==> config.mk <==
export PLATFORM = sky130hd
export DESIGN_NAME = vga_sync_driver
export DESIGN_NICKNAME = d
export VERILOG_FILES = /design/src/rtl/vga_pkg.sv /design/src/rtl/vga_axis_counter.sv /design/src/rtl/vga_sync_driver.sv
export SDC_FILE = /design/constraint.sdc
export NUM_CORES = 1
export LEC_CHECK = 0
export CAP_MARGIN = 10
export CORE_ASPECT_RATIO = 1.25
export CORE_MARGIN = 2
export CORE_UTILIZATION = 45
export CTS_BUF_LIST = sky130_fd_sc_hd__clkbuf_4
export DETAILED_ROUTE_END_ITERATION = 12
export PLACE_DENSITY = 0.76
export RECOVER_POWER = 50
export SLEW_MARGIN = 20
export SYNTH_ARGS = -nofsm -noshare
export SYNTH_HDL_FRONTEND = slang
export SYNTH_SLANG_ARGS = --single-unit
export TNS_END_PERCENT = 30
==> constraint.sdc <==
create_clock -name CLOCK_25 -period 1.4 [get_ports CLOCK_25]
set_input_delay 0.28 -clock CLOCK_25 [delete_from_list [all_inputs] [get_ports CLOCK_25]]
set_output_delay 0.28 -clock CLOCK_25 [all_outputs]
set_load 0.005 [all_outputs]
==> src/rtl/vga_pkg.sv <==
// Shared VGA timing defaults, derived totals/sync windows and the 12-bit coordinate type.
package vga_pkg;

    typedef logic [11:0] coord_t;

    localparam int unsigned H_ACTIVE_DEF = 640;
    localparam int unsigned H_FP_DEF     = 16;
    localparam int unsigned H_SYNC_DEF   = 96;
    localparam int unsigned H_BP_DEF     = 48;
    localparam int unsigned V_ACTIVE_DEF = 480;
    localparam int unsigned V_FP_DEF     = 10;
    localparam int unsigned V_SYNC_DEF   = 2;
    localparam int unsigned V_BP_DEF     = 33;

    localparam int unsigned H_TOTAL_DEF  = H_ACTIVE_DEF + H_FP_DEF + H_SYNC_DEF + H_BP_DEF;
    localparam int unsigned V_TOTAL_DEF  = V_ACTIVE_DEF + V_FP_DEF + V_SYNC_DEF + V_BP_DEF;

    localparam int unsigned HS_START_DEF = H_ACTIVE_DEF + H_FP_DEF;
    localparam int unsigned HS_END_DEF   = HS_START_DEF + H_SYNC_DEF - 1;
    localparam int unsigned VS_START_DEF = V_ACTIVE_DEF + V_FP_DEF;
    localparam int unsigned VS_END_DEF   = VS_START_DEF + V_SYNC_DEF - 1;

    function automatic logic in_range(coord_t val, coord_t lo, coord_t hi);
        return (val >= lo) && (val <= hi);
    endfunction

endpackage

==> src/rtl/vga_axis_counter.sv <==
// One raster axis: counts 0..TOTAL-1 while enabled and flags the last position.
module vga_axis_counter
    import vga_pkg::*;
#(
    parameter int unsigned TOTAL = H_TOTAL_DEF
) (
    input  logic   clk,
    input  logic   rst_n,
    input  logic   en,
    output coord_t count,
    output logic   tc
);

    localparam coord_t LAST = coord_t'(TOTAL - 1);

    coord_t count_q, count_d;

    always_comb begin
        count_d = count_q;
        if (en) begin
            count_d = (count_q == LAST) ? '0 : count_q + coord_t'(1);
        end
    end

    always_ff @(posedge clk or negedge rst_n) begin
        if (!rst_n) begin
            count_q <= '0;
        end else begin
            count_q <= count_d;
        end
    end

    assign count = count_q;
    assign tc    = (count_q == LAST);

endmodule

==> src/rtl/vga_sync_driver.sv <==
// VGA raster timing generator with one registered output stage (RGB, HS, VS, frame_start).
// Define VGA_TEST_PATTERN_EN to ignore `color` and emit eight 80-pixel vertical colour bars.
module vga_sync_driver
    import vga_pkg::*;
#(
    parameter int unsigned H_ACTIVE = H_ACTIVE_DEF,
    parameter int unsigned H_FP     = H_FP_DEF,
    parameter int unsigned H_SYNC   = H_SYNC_DEF,
    parameter int unsigned H_BP     = H_BP_DEF,
    parameter int unsigned V_ACTIVE = V_ACTIVE_DEF,
    parameter int unsigned V_FP     = V_FP_DEF,
    parameter int unsigned V_SYNC   = V_SYNC_DEF,
    parameter int unsigned V_BP     = V_BP_DEF
) (
    input  logic        CLOCK_25,
    input  logic        RESET_N,
    input  logic [2:0]  color,
    output logic [11:0] x,
    output logic [11:0] y,
    output logic        active,
    output logic        VGA_HS,
    output logic        VGA_VS,
    output logic        VGA_R,
    output logic        VGA_G,
    output logic        VGA_B,
    output logic        frame_start
);

    localparam int unsigned H_TOTAL = H_ACTIVE + H_FP + H_SYNC + H_BP;
    localparam int unsigned V_TOTAL = V_ACTIVE + V_FP + V_SYNC + V_BP;

    localparam coord_t HS_START = coord_t'(H_ACTIVE + H_FP);
    localparam coord_t HS_END   = coord_t'(H_ACTIVE + H_FP + H_SYNC - 1);
    localparam coord_t VS_START = coord_t'(V_ACTIVE + V_FP);
    localparam coord_t VS_END   = coord_t'(V_ACTIVE + V_FP + V_SYNC - 1);

    coord_t     h_count, v_count;
    logic       h_tc, v_tc;
    logic [2:0] pix_color;

    logic [2:0] rgb_q, rgb_d;
    logic       hs_q, hs_d;
    logic       vs_q, vs_d;
    logic       fs_q, fs_d;
    logic       at_origin_q, at_origin_d;

    vga_axis_counter #(.TOTAL(H_TOTAL)) u_h_cnt (
        .clk   (CLOCK_25),
        .rst_n (RESET_N),
        .en    (1'b1),
        .count (h_count),
        .tc    (h_tc)
    );

    vga_axis_counter #(.TOTAL(V_TOTAL)) u_v_cnt (
        .clk   (CLOCK_25),
        .rst_n (RESET_N),
        .en    (h_tc),
        .count (v_count),
        .tc    (v_tc)
    );

    assign x      = h_count;
    assign y      = v_count;
    assign active = (h_count < coord_t'(H_ACTIVE)) && (v_count < coord_t'(V_ACTIVE));

`ifdef VGA_TEST_PATTERN_EN
    coord_t bar_idx;
    always_comb begin
        bar_idx   = h_count / coord_t'(80);
        pix_color = bar_idx[2:0];
    end
`else
    assign pix_color = color;
`endif

    // (0,0) is reachable only from reset or from the joint h/v wrap, so this flag tracks the origin.
    assign at_origin_d = h_tc && v_tc;

    always_comb begin
        rgb_d = active ? pix_color : 3'b000;
        hs_d  = ~in_range(h_count, HS_START, HS_END);
        vs_d  = ~in_range(v_count, VS_START, VS_END);
        fs_d  = at_origin_q;
    end

    always_ff @(posedge CLOCK_25 or negedge RESET_N) begin
        if (!RESET_N) begin
            rgb_q       <= 3'b000;
            hs_q        <= 1'b1;
            vs_q        <= 1'b1;
            fs_q        <= 1'b0;
            at_origin_q <= 1'b1;
        end else begin
            rgb_q       <= rgb_d;
            hs_q        <= hs_d;
            vs_q        <= vs_d;
            fs_q        <= fs_d;
            at_origin_q <= at_origin_d;
        end
    end

    assign VGA_R       = rgb_q[2];
    assign VGA_G       = rgb_q[1];
    assign VGA_B       = rgb_q[0];
    assign VGA_HS      = hs_q;
    assign VGA_VS      = vs_q;
    assign frame_start = fs_q;

endmodule

==> flow_summary.toml, run 1 <==
[logic_synthesis]
yosysSeqAreaShare_pct = 49.17
yosysWarnings = 0
syn-num-nets = 164
postSynth.asyncResetShare_pct = 100.0
syn_avg_cell_area_um2 = 10.23
ys_ff_latch = 31
synth_cell_types = 36
syn_inst = 155
yosys-top-cells-area = "dfrtp_1 44%, nand3_1 5.1%, dfstp_2 5.0%"
syn-cell-area_mm2 = 0.001585
yosys.area.top_type_share_pct = 44.20
ys.flop_type = "dfrtp_1"
synth_edf_count = 0
yosys.area.top_type = "dfrtp_1"

[timing]
finalWorstSetupSlack_ps = -353.6
skew_ps = 8.104
rsz0062_at_grt = "yes"
hold_viol_final = 0
drv_slew = 0
setup_violations = 24
period_needed_ps = 1754
setup_tns_ps = -4862
max_freq_ghz = 0.5703
max_slew_margin_pct = 46.99
worst_slew_pin_slew_ps = 795.1
fin_crit_sh_pct = 125.3

[routing]
first_pass_iters = 4
drt_wl_total_mm = 5.695
wire_per_inst_um = 18.67
viasPerCell = 5.728
post-route-drc-count = 0
vias = 1747
first_iter_violations = 80
antenna_left = 0

[finish]
drive_gt1_share_pct = 55.26
area_delta_synth_final_pct = 77.35
nFillCells = 206
diodes = 0
nets = 274
instances_no_fill = 305
design_area_mm2 = 0.002811

[global_route]
grt_pass1_wl_mm = 8.362
globalRouteTotalUtil_pct = 27.11
grt-ovfl-total = 0
grt_pass1_vias = 1766
grt_antenna_before_repair = 0
grt_start_max_net_pins = 32

[power]
finalPower_w = 0.001481
p_leak_nw = 1.334
irDropWorstVdd_mv = 0.7376
power_density_mw_per_mm2 = 526.6

[flow_run]
cap_viol_max_count = 0

[die]
core-area_mm2 = 0.003423
die_height_um = 70.36
placementRows = 24
die_w_um = 57.09
initial_utilization_pct = 46.31
pin_count = 36
die_area_mm2 = 0.004017

[place]
finalWeightedCongestion = 0.8386
dp_hpwl_mm = 2.851
dp.cells = 263
dpl_cell_area_mm2 = 0.002270
portBuffers = 35
place_ws_ps = -342.4

[setup_path]
cp-end-kind = "flop"
cp-start-kind = "flop"
required_ps = 1680
reg2reg_depth = 6
arrival_ps = 2030
crit_fanout = 6
setup.worst_path.class = "reg -> reg"

[cts]
numClockSinks = 31
worstSkewPairLatency_ps = 360
htreeDepth = 2
cts_hold_buf = 0
cts.reportedPaths.clkPinSlew_ps = 100
cts_max_path_buffers = 2
cts_tree = "yes"
cts-root-buf = "clkbuf_4"
numCtsBuffers = 5

[min_path]
hold_class = "reg -> reg"
whs_path_depth = 0

[run_status]
status = "finished, violations left"
violations = "negative setup slack"
==> where the power goes <==
group | switching [W] | total (W) | internal (W)
combinational | 0.0000230 | 0.0000414 | 0.0000184
clock | 0.000334 | 0.000539 | 0.000205
sequential | 0.000000911 | 0.000900 | 0.000900
total | 0.000358 | 0.00148 | 0.00112
==> stage by stage <==
step	hold slack, ps	utilization (%)
final	395.1	82.13
after global routing	407.6	82.13
after CTS	302.6	77.45
after detailed placement	383.5	66.30
after global placement	380.5	66.30
after floorplan	-15.59	-
==> layout make-up <==
cell class / instances / area (um^2) / area share, %
timing repair buffer: 111 / 979.7 / 34.85
clock buffer: 6 / 45.04 / 1.602
clock inverter: 2 / 7.507 / 0.2670
tap: 39 / 48.80 / 1.736
inverter: 6 / 22.52 / 0.8011
sequential: 31 / 782.0 / 27.81
multi-input combinational: 110 / 925.9 / 32.93
==> registers in the layout, indices dropped and copies added, names as in the netlist <==
signal,flops
VGA_VS,1
at_origin_q,1
u_h_cnt.count,12
u_v_cnt.count,12
rgb_q,3
frame_start,1
VGA_HS,1
==> path summary, 6_finish.rpt <==
path / startpoint / end / slack [ps]
worst max-delay path: u_h_cnt.count[5]$_DFF_PN0_ / u_v_cnt.count[11]$_DFFE_PN0N_ / -350
worst min-delay path: at_origin_q$_DFF_PN1_ / frame_start$_DFF_PN0_ / 400
min in group asynchronous: RESET_N / rgb_q[2]$_DFF_PN0_ / 520
worst min register to register: at_origin_q$_DFF_PN1_ / frame_start$_DFF_PN0_ / 400
worst max register to register: u_h_cnt.count[5]$_DFF_PN0_ / u_v_cnt.count[11]$_DFFE_PN0N_ / -350
max in group asynchronous: RESET_N / u_h_cnt.count[11]$_DFF_PN0_ / 340
==> cell usage after synthesis (4+ instances only) <==
master,instances
dfrtp_1,28
nand3_1,16
and3_1,8
nor2_1,8
nand2_1,7
inv_1,6
o21ai_1,6
xnor2_1,6
and2_1,5
buf_2,5
nand4_1,5
nor3_1,5
xor2_1,5
a21oi_1,4
a31oi_1,4
ha_1,4
o21ai_0,4
==> cells in the final DEF, fill, tap and decap left out, types with 3 or more instances in the layout <==
cell type	n
buf_4	40
buf_6	39
dfrtp_1	26
nand3_1	12
clkbuf_2	12
dlygate4sd2_1	8
and3_1	7
inv_1	6
nand2_1	6
clkbuf_4	6
clkdlybuf4s15_1	6
nand4_1	5
xnor2_1	5
o21ai_1	5
xor2_1	5
a21oi_2	4
nor2_1	4
o21ai_2	4
dfstp_2	3
and4_4	3
nand3_2	3
nor2_2	3
nor3_1	3
and2_4	3
nand3_4	3
mux2i_1	3
clkdlybuf4s50_1	3
==> metal layers <==
| layer | share of wire (%) | global-route usage (%) | vias up |
|---|---|---|---|
| li1 | - | - | 775 |
| met1 | 38 | 30.18 | 875 |
| met2 | 51 | 47.89 | 70 |
| met3 | 6.1 | 7.037 | 27 |
| met4 | 4.4 | 11.37 | 0 |
| met5 | 0 | 0 | - |
==> logic make-up after synthesis <==
logic type               share of synthesized area, %
AO/OA/AOI/OAI                                   7.340
XOR/XNOR                                        6.077
adder cells (fa/ha/maj)                         3.157
buffers and inverters                           5.130
flip-flops                                      49.17
multiplexers                                    1.894
AND/OR/NAND/NOR                                 27.23
==> what timing repair did <==
item	in CTS	in global routing
buffers inserted	32	8
gates resized for setup	99	68
endpoints found under the hold margin	0	0
pin swaps	14	17
cloned	0	2
endpoints found under the setup margin	51	47
==> critical path: stages (launching register included) <==
cell and delay (ps):
dfrtp_1 410, buf_4 160, nor2b_1 280, nand4_1 310
buf_6 250, nor3_4 120, xor2_1 160
Power figures use the tool's default switching activity.
==> run 2, diff against run 1 <==
- CORE_MARGIN: 2 -> not set
==> flow_summary.toml, run 2 (synthesis gave the netlist of run 1 again) <==
[run_status]
status = "finished, violations left"
violations = "negative setup slack"

[setup_path]
cp-start-kind = "flop"
required_ps = 1120
setup.worst_path.class = "reg -> out"
cp-end-kind = "output port"
arrival_ps = 1580
crit_fanout = 2

[timing]
rsz0062_at_grt = "yes"
finalWorstSetupSlack_ps = -455.7
fin_crit_sh_pct = 132.6
worst_slew_pin_slew_ps = 789.5
whs_ps = 404.2
hold_viol_final = 0
setup_violations = 30
skew_ps = 12.66
max_slew_margin_pct = 47.37
period_needed_ps = 1856
max_freq_ghz = 0.5389
drv_slew = 0

[finish]
layout_commonest_cell = "buf_4"
area_delta_synth_final_pct = 84.85
final_cell_mix = "44 x buf_4, 42 x buf_6, 26 x dfrtp_1"
diodes = 0
instances_no_fill = 311
nets = 282
drive_gt1_share_pct = 54.38

[place]
finalWeightedCongestion = 0.8660
dp.cells = 264
dp_hpwl_mm = 2.863
portBuffers = 35

[cts]
cts-root-buf = "clkbuf_4"
cts_max_path_buffers = 2
cts.reportedPaths.clkPinSlew_ps = 100
cts_tree = "yes"
worstSkewPairLatency_ps = 360
cts_hold_buf = 0
numClockSinks = 31
numCtsBuffers = 5
htreeDepth = 2

[global_route]
globalRouteTotalUtil_pct = 32.10
grt_antenna_before_repair = 0
grt_start_max_net_pins = 32
grt_pass1_vias = 1768
grt-ovfl-total = 0
grt_pass1_wl_mm = 8.335

[routing]
drt_wl_total_mm = 6.784
post-route-drc-count = 0
viasPerCell = 6.151
vias = 1913
first_iter_violations = 149
first_pass_iters = 5
wire_per_inst_um = 21.81
antenna_left = 0

[power]
p_seq_share_pct = 60.5
clock_power_share_pct = 36.8
p_comb_share_pct = 2.6
p_sw_share_pct = 24.65
p_leak_nw = 1.383
p_switching_w = 0.0003668
p_int_w = 0.001121
irDropWorstVdd_mv = 0.5742
power_density_mw_per_mm2 = 507.7

[die]
die_w_um = 55.09
core-area_mm2 = 0.003281
placementRows = 23
die_area_mm2 = 0.003766
pin_count = 36
initial_utilization_pct = 48.32
die_height_um = 68.36

[min_path]
hold_class = "reg -> reg"

[flow_run]
cap_viol_max_count = 0
==> run 2: per-stage QoR <==
stage | setup TNS (ps) | worst slack (ps) | utilization (%) | total power, W | cell area, um^2
after global placement | -1371 | -295.4 | 69.79 | 0.0009651 | 2290
final | -4196 | -455.7 | 89.32 | 0.001488 | 2930
after floorplan | -937.1 | -102.1 | - | 0.0009216 | 1600
after CTS | -2344 | -329.3 | 81.96 | 0.001468 | 2689
after detailed placement | -2515 | -324.7 | 69.79 | 0.0009662 | 2290
after global routing | -6014 | -548.1 | 89.32 | 0.001548 | 2930
==> run 2: power groups by stage <==
stage | Combinational (W) | Clock (W) | Sequential, W
after floorplan | 0.00000276 | 0 | 0.000919
after global placement | 0.0000472 | 0 | 0.000918
after detailed placement | 0.0000480 | 0 | 0.000918
after CTS | 0.0000452 | 0.000522 | 0.000901
after global routing | 0.0000482 | 0.000598 | 0.000902
final | 0.0000393 | 0.000548 | 0.000901
==> run 2: metal layers <==
metal  wire (um)  up-vias  track usage (%)
met5           0        -                0
li1            -      790                -
met3         531       45            7.556
met4         389        0            18.44
met1        2435      919            36.34
met2        3427      159            53.61
==> run 2: layout make-up <==
| type | instances | area (um^2) |
|---|---|---|
| clock buffers | 6 | 45.04 |
| clock inverters | 2 | 7.507 |
| fillers | 140 | 350.3 |
| inverters | 6 | 22.52 |
| multi-input cells | 110 | 938.4 |
| flip-flops and latches | 31 | 782.0 |
| well taps | 37 | 46.29 |
| repair buffers | 119 | 1089 |
==> run 2: what timing repair did <==
action	CTS	global route
setup buffers	27	12
gates resized for setup	99	58
pin swaps	18	16
cloned	0	1
setup endpoints to repair	50	44
hold endpoints to repair	0	0
==> run 2: worst paths after layout <==
| path | startpoint | endpoint | slack (ps) | depth (start not counted) |
|---|---|---|---|---|
| worst min-delay path | at_origin_q$_DFF_PN1_ | frame_start$_DFF_PN0_ | 400 | 0 |
| worst max register to register | u_h_cnt.count[8]$_DFF_PN0_ | u_v_cnt.count[10]$_DFFE_PN0N_ | -280 | 8 |
| min in group asynchronous | RESET_N | u_v_cnt.count[11]$_DFFE_PN0N_ | 540 | 2 |
| worst max-delay path | u_v_cnt.count[10]$_DFFE_PN0N_ | active | -460 | 4 |
| worst min register to register | at_origin_q$_DFF_PN1_ | frame_start$_DFF_PN0_ | 400 | 0 |
| max in group asynchronous | RESET_N | u_h_cnt.count[6]$_DFF_PN0_ | 300 | 2 |
==> run 2: worst max-delay path: stages, from the launching register on <==
cell     delay [ps]
dfrtp_1         440
nor3_2          260
nand2_1          90
nor4_2          260
buf_2           170
==> run 3, diff against run 2 <==
- CTS_CLUSTER_SIZE: not set -> 40
- TNS_END_PERCENT: 30 -> 20
==> flow_summary.toml, run 3 (synthesis gave the netlist of run 1 again) <==
[run_status]
status = "finished, violations left"
violations = "negative setup slack"

[min_path]
whs_endpoint = "frame_start$_DFF_PN0_"
whs_path_depth = 0
hold_class = "reg -> reg"
hp-start = "at_origin_q$_DFF_PN1_"

[finish]
fin_util_pct = 81.20
diodes = 0
area_delta_synth_final_pct = 68.03
nets = 262
final_cell_mix = "34 x buf_4, 33 x buf_6, 25 x dfrtp_1"
drive_gt1_share_pct = 52.76
layout_commonest_cell = "buf_4"

[routing]
viasPerCell = 5.687
drt_wl_total_mm = 5.419
first_pass_iters = 4
vias = 1655
wl_met3_um = 260
post-route-drc-count = 0
dr_wl_met2_mm = 2.841
antenna_left = 0
top_layer_used = "met4"
wire_per_inst_um = 18.62
m1WireLength_mm = 2.123
first_iter_violations = 79

[cts]
numCtsBuffers = 5
cts.reportedPaths.clkPinSlew_ps = 100
cts_hold_buf = 0
cts_max_path_buffers = 2
cts_tree = "yes"
cts-root-buf = "clkbuf_4"
htreeDepth = 2
worstSkewPairLatency_ps = 350
numClockSinks = 31

[timing]
fin_crit_sh_pct = 125.3
hold_viol_final = 0
finalWorstSetupSlack_ps = -354.5
worst_slew_pin_slew_ps = 778.3
max_slew_margin_pct = 48.11
drv_slew = 0
rsz0062_at_grt = "yes"
max_freq_ghz = 0.5700
skew_ps = 8.374
setup_violations = 22
period_needed_ps = 1755

[power]
irDropWorstVdd_mv = 0.6377
p_int_w = 0.001123
p_seq_share_pct = 60.6
p_comb_share_pct = 2.5
clock_power_share_pct = 36.8
power_density_mw_per_mm2 = 557.8
p_sw_share_pct = 24.39
p_switching_w = 0.0003625
p_leak_nw = 1.257

[global_route]
globalRouteTotalUtil_pct = 27.28
grt-ovfl-total = 0
grt_pass1_vias = 1522
grt_start_max_net_pins = 32
grt_antenna_before_repair = 0
grt_pass1_wl_mm = 7.176

[flow_run]
cap_viol_max_count = 0

[setup_path]
required_ps = 1120
reg2reg_to = "u_v_cnt.count[7]$_DFFE_PN0N_"
crit_fanout = 2
setup.worst_path.class = "reg -> out"
cpMaxStageDelayCell = "dfrtp_1"
arrival_ps = 1470
cp.depth = 4
cp-start-kind = "flop"
ff2ff_setup_slack_ps = -230
crit_path_cell_trace = "nor3_2 > nand2_1 > nor4_4 > buf_2"
cp-end-kind = "output port"
reg2reg_depth = 4
slowest_delay_ps = 430
path_delay_family = "simple AND/OR/NAND/NOR gates"
critPathBufInv = 1
r2r-start = "u_h_cnt.count[11]$_DFF_PN0_"

[place]
dp_hpwl_mm = 2.962
finalWeightedCongestion = 0.8765
portBuffers = 35
place_ws_ps = -325.0

[die]
die_w_um = 55.09
initial_utilization_pct = 48.32
core-area_mm2 = 0.003281
die_area_mm2 = 0.003766
pin_count = 36
placementRows = 23
die_height_um = 68.36
==> run 3: cell types whose count changed in the layout (fill, tap and decap cells not counted), moves of 6 or more <==
cell	delta
buf_6	-9
buf_4	-10
clkdlybuf4s15_1	-6
clkbuf_2	+8
==> run 3: final cells by class <==
cell class	count	area [um^2]
multi-input cells	109	890.9
clock buffers	6	45.04
repair buffers	100	867.1
inverters	6	22.52
fillers	191	616.8
well taps	37	46.29
clock inverters	2	8.758
flip-flops and latches	31	783.3
==> run 3: power groups by stage <==
stage	logic, W	registers (W)	clock network [W]
2_1_floorplan	0.00000276	0.000919	0
3_3_place_gp	0.0000472	0.000918	0
3_5_place_dp	0.0000483	0.000919	0
4_1_cts	0.0000455	0.000901	0.000528
5_1_grt	0.0000442	0.000902	0.000590
6_report	0.0000379	0.000901	0.000547
==> run 3: worst max-delay path by stage <==
stage                                  start  slack, ps                      endpoint
2_1_floorplan     u_h_cnt.count[0]$_DFF_PN0_       -100  u_v_cnt.count[7]$_DFFE_PN0N_
3_3_place_gp   u_v_cnt.count[10]$_DFFE_PN0N_       -290                        active
3_5_place_dp   u_v_cnt.count[10]$_DFFE_PN0N_       -320                        active
4_1_cts        u_v_cnt.count[11]$_DFFE_PN0N_       -320                        active
5_1_grt        u_v_cnt.count[10]$_DFFE_PN0N_       -400                        active
6_report       u_v_cnt.count[10]$_DFFE_PN0N_       -350                        active
==> run 3: worst register-to-register path: cells and delay by family, from the launching register on <==
| family | cells | cell delay, ps |
|---|---|---|
| simple gates | 3 | 900 |
| flops | 1 | 470 |
| xor+xnor | 1 | 150 |
==> run 3: layer usage <==
layer | global-route usage (%) | vias up
li1 | - | 744
met1 | 30.43 | 820
met2 | 48.19 | 69
met3 | 7.111 | 22
met4 | 10.31 | 0
met5 | 0 | -
==> run 3: repair_timing <==
item	4_1_cts	5_1_grt
gates resized for setup	89	62
pin swaps	8	13
setup buffers	10	10
setup endpoints to repair	50	44
cloned	0	0
==> run 3: stage by stage <==
stage	hold slack, ps	instances	area [um^2]	power (W)	TNS (ps)
final	395.7	291	2664	0.001486	-3386
after global routing	400.9	291	2664	0.001536	-4505
after CTS	296.8	282	2500	0.001474	-1413
after detailed placement	381.9	264	2290	0.0009668	-2454
after global placement	380.9	264	2290	0.0009651	-1352
after floorplan	-15.59	155	1600	0.0009216	-949.6
